==> src/rtl/ring_seq.sv <==
// ring_seq: N-state circular sequencer with per-state advance conditions,
// selectable direction, priority load, and registered wrap/timeout pulses.
// Optional dwell timeout is compiled in with `define RING_SEQ_TIMEOUT_EN;
// without it the tmo output is tied low and a state holds until advanced.
`timescale 1ns/1ps

module ring_seq #(
  parameter int unsigned N   = 3,
  parameter int unsigned TMO = 8
) (
  input  logic                                   clock,
  input  logic                                   reset_n,
  input  logic [N-1:0]                           adv,
  input  logic                                   en,
  input  logic                                   dir,
  input  logic                                   load,
  input  logic [(($clog2(N) < 1) ? 1 : $clog2(N))-1:0] load_st,
  output logic [(($clog2(N) < 1) ? 1 : $clog2(N))-1:0] y,
  output logic [N-1:0]                           onehot,
  output logic                                   wrap,
  output logic                                   tmo
);

  localparam int unsigned W = ($clog2(N) < 1) ? 1 : $clog2(N);
  localparam logic [W-1:0] LAST = W'(N - 1);

  // Elaboration-time guard on the legal parameter ranges.
  if (N < 2 || N > 16) begin : g_bad_n
    $error("ring_seq: N out of range 2..16");
  end
  if (TMO < 2 || TMO > 255) begin : g_bad_tmo
    $error("ring_seq: TMO out of range 2..255");
  end

  logic [W-1:0] y_q;
  logic         wrap_q;
  logic [W-1:0] step_st;
  logic         step_wraps;
  logic         load_ok;

`ifdef RING_SEQ_TIMEOUT_EN
  localparam int unsigned CW = $clog2(TMO + 1);
  localparam logic [CW-1:0] CNT_LAST = CW'(TMO - 1);
  logic [CW-1:0] cnt;
  logic          tmo_q;
`endif

  assign load_ok = (32'(load_st) < N);

  // Neighbour state in the selected direction, and whether that step wraps.
  always_comb begin
    step_st    = '0;
    step_wraps = 1'b0;
    if (dir) begin
      step_wraps = (y_q == '0);
      step_st    = step_wraps ? LAST : (y_q - W'(1));
    end else begin
      step_wraps = (y_q == LAST);
      step_st    = step_wraps ? '0 : (y_q + W'(1));
    end
  end

  // Ring state, pulse registers and dwell counter; load beats advance.
  always_ff @(posedge clock or negedge reset_n) begin
    if (!reset_n) begin
      y_q    <= '0;
      wrap_q <= 1'b0;
`ifdef RING_SEQ_TIMEOUT_EN
      cnt    <= '0;
      tmo_q  <= 1'b0;
`endif
    end else begin
      wrap_q <= 1'b0;
`ifdef RING_SEQ_TIMEOUT_EN
      tmo_q  <= 1'b0;
`endif
      if (load) begin
        if (load_ok) begin
          y_q <= load_st;
        end
`ifdef RING_SEQ_TIMEOUT_EN
        cnt <= '0;
`endif
      end else if (en) begin
        if (adv[y_q]) begin
          y_q    <= step_st;
          wrap_q <= step_wraps;
`ifdef RING_SEQ_TIMEOUT_EN
          cnt    <= '0;
        end else if (cnt == CNT_LAST) begin
          y_q    <= step_st;
          wrap_q <= step_wraps;
          tmo_q  <= 1'b1;
          cnt    <= '0;
        end else begin
          cnt    <= cnt + CW'(1);
`endif
        end
      end
    end
  end

  // One-hot view decoded straight from the state register.
  always_comb begin
    onehot      = '0;
    onehot[y_q] = 1'b1;
  end

  assign y    = y_q;
  assign wrap = wrap_q;
`ifdef RING_SEQ_TIMEOUT_EN
  assign tmo  = tmo_q;
`else
  assign tmo  = 1'b0;
`endif

endmodule

==> config.mk <==
export PLATFORM = sky130hd
export DESIGN_NAME = ring_seq
export DESIGN_NICKNAME = d
export VERILOG_FILES = /design/src/rtl/ring_seq.sv
export SDC_FILE = /design/constraint.sdc
export NUM_CORES = 1
export LEC_CHECK = 0
export CAP_MARGIN = 20
export CORE_AREA = 3 3 40 42
export CTS_BUF_LIST = sky130_fd_sc_hd__clkbuf_8
export DETAILED_ROUTE_END_ITERATION = 6
export DIE_AREA = 0 0 43 45
export GPL_TIMING_DRIVEN = 0
export PLACE_DENSITY_LB_ADDON = 0.08
export SKIP_LAST_GASP = 1
export SYNTH_ARGS = -nofsm -noshare
export SYNTH_HDL_FRONTEND = slang
export SYNTH_SLANG_ARGS = --single-unit
==> constraint.sdc <==
create_clock -name clock -period 1.18 [get_ports clock]
set_input_delay 0.354 -clock clock [delete_from_list [all_inputs] [get_ports clock]]
set_output_delay 0.354 -clock clock [all_outputs]
set_load 0.05 [all_outputs]
==> results.yml <==
clock_network:
  max-clock-path-buffers: 2
  ctsHoldBuffers: 0
  cts_root_buffer: "clkbuf_8"
  clock_latency_ns: 0.21
  cts_max_level: 1
  clock-sinks: 3
  clkTransAtPathRegs_ns: 0.03
  cts_tree: "built"
  numCtsBuffers: 3
placed_design:
  dp_cells: 61
  pre_cts_ws_ns: -0.683
  place_area_um2: 483
  gp_routability_congestion: 0.806
  dpl.hpwl_um: 556
  portBuffers: 15
setup_path:
  reg2regPathDepth: 5
  setup.worst_path.start: "y[0]"
  cp-endpoint: "onehot[0]"
  critPathKind: "flip-flop to output port"
  r2r-end: "y[0]"
  cp_cell_sequence: "inv_4 > ha_4 > buf_8"
  worst_path_max_delay_cell: "dfrtp_2"
  crit_cells: 3
  path_delay_family: "flip-flops"
  critical_path.startpoint_type: "flip-flop"
  cp_max_fo: 4
  arrival_ns: 1.06
  max_stage_delay_ns: 0.46
  end_kind: "output port"
  cp_data_required_time_ns: 0.83
  crit_buf_inv: 2
  r2r_slack_ns: -0.20
  timing.rr.start: "y[0]"
layout:
  finalNonFillerCells: 71
  syn2layout_area_growth_pct: 124
  postLayoutCellArea_um2: 603
  antenna_cells: 0
  fillers: 129
  nNetsFinal: 70
  seqCellArea_um2: 77.6
  post_route_cells_drive_above_1_share_pct: 53.6
  multi_input_area_um2: 225
drt:
  ant_nets: 0
  drc_errors: 0
  drt-initial-drc-count: 5
  drtPass1Iterations: 4
  wl_per_cell_um: 10.9
  finalWirelength_um: 776
  vias: 311
  viasPerCell: 4.38
timing:
  timing.final.ws_setup_ns: -0.234
  fin_hold_ws_ns: 0.325
  setup-tns-final_ns: -1.31
  fin_crit_ns: 1.41
  slew_violations: 0
  max_freq_ghz: 0.707
  grt_setup_unrepaired: "true"
  period_share_pct: 120
  finalSetupViolCount: 8
  hold_viol: 0
  skew_ns: 0.000534
floorplanning:
  die_w_um: 43
  io_pins: 17
  die_y_um: 45
  num_rows: 13
  initial_core_util_pct: 20.9
  core_region_area_um2: 1280
  dieArea_um2: 1940
yosys:
  synth-simple-area-share_pct: 15.3
  synthAdderAreaFrac_pct: 14.0
  yosysUniqueCellTypes: 19
  synth_cells: 31
  synth_edf_count: 0
  synth_seq_area_share_pct: 27.9
  synthTopCellsByCount: "inv_1, o21ai_0, dfrtp_1, ha_1"
  synthArstFlopShare_pct: 100
  netlist.area_leader.share_pct: 27.9
  ys_seq_elements: 3
  synth-xor-area-share_pct: 0
  ys.flop_type: "dfrtp_1"
  synth_compound_area_share_pct: 19.5
  netlist_area_um2: 269
  avgSynthCellArea_um2: 8.68
  synth.area.top_cells: "dfrtp_1, ha_1, o21ai_0"
  synth_fp_nets: 44
  synth_mux_area_share_pct: 13.5
  yosysTopAreaCell: "dfrtp_1"
  synth_top_family_by_area: "compound AO/OA/AOI/OAI gates"
  ys_warn_count: 0
power_and_ir_drop:
  leakage_nw: 0.282
  vdd_drop_max_uv: 494
  powerDensity_nw_per_um2: 1400
grt:
  gr-total-overflow: 0
  grtUsageTotal_pct: 9.27
  grt_pass1_wl_um: 1300
  grt_max_degree: 6
  antenna_found_initial: 0
  grt_pass1_vias: 338
outcome:
  status: "finished, violations left"
  violations: "setup timing"
worst_hold_path:
  hold_path_class: "input pin to asynchronous set/reset pin"
flow_run:
  maxCapViolations: 0
==> cells by family (layout without fill, tap and decap cells) <==
family	after synthesis	count (layout)
AOI/OAI and AO/OA	8	8
adders and majority gates	3	3
other	1	1
muxes	3	3
DFF	3	3
buffers and inverters	5	30
and+or+nand+nor	8	8
==> cell type report <==
| type | instances | area share (%) |
|---|---|---|
| buffer | 1 | 1.24 |
| multi-input combinational | 23 | 37.3 |
| timing repair buffer | 21 | 34.6 |
| tap | 15 | 3.11 |
| sequential | 3 | 12.9 |
| inverter | 4 | 3.32 |
| clock buffer | 3 | 6.85 |
| clock inverter | 1 | 0.622 |
==> layout by cell type, fill, tap and decap left out, drive strengths merged <==
cell           instances
clkbuf                 3
ha                     3
or3                    1
and2                   1
nor2b                  1
inv                    5
mux2                   2
a22oi                  1
nor2                   1
a222oi                 1
buf                   13
mux2i                  1
dfrtp                  3
nand3                  1
dlygate4sd2            5
nand4                  1
conb                   1
a21oi                  2
clkdlybuf4s50          4
o21ai                  4
nand2                  2
==> sequential cells by signal, indices dropped and copies added (netlist names) <==
register  cells
wrap          1
y             2
==> power by group <==
part           switching [mW]  internal, mW  total, mW  leakage, nW
clock network          0.0602         0.221      0.281       0.0269
logic                   0.218         0.202      0.420        0.220
registers              0.0262         0.118      0.144       0.0353
==> what timing repair did <==
action                                  in CTS  in global routing
resized for setup                           52                  6
pin swaps                                    3                  2
buffers inserted                             5                  1
endpoints found under the setup margin       9                  8
==> stage by stage <==
stage / utilization, % / total power, mW
after floorplan: - / 0.383
after global placement: 37.6 / 0.469
after detailed placement: 37.6 / 0.470
after CTS: 45.3 / 0.821
after global routing: 46.9 / 0.903
final: 46.9 / 0.845
==> routing by layer <==
layer / routed length [um] / track usage, % / part of all wire, %
met5: 0 / 0 / 0
met4: 0 / 7.23 / 0
met3: 71 / 1.99 / 9.1
met2: 407 / 16.2 / 52
met1: 297 / 9.71 / 38
==> worst min path at each step <==
stage | depth (start not counted) | endpoint | slack (ns)
2_1_floorplan | 0 | wrap | 0.06
3_3_place_gp | 1 | wrap | 0.54
3_5_place_dp | 1 | wrap | 0.55
4_1_cts | 1 | wrap | 0.32
5_1_grt | 1 | wrap | 0.32
6_report | 1 | wrap | 0.32
Power figures use the tool's default switching activity.
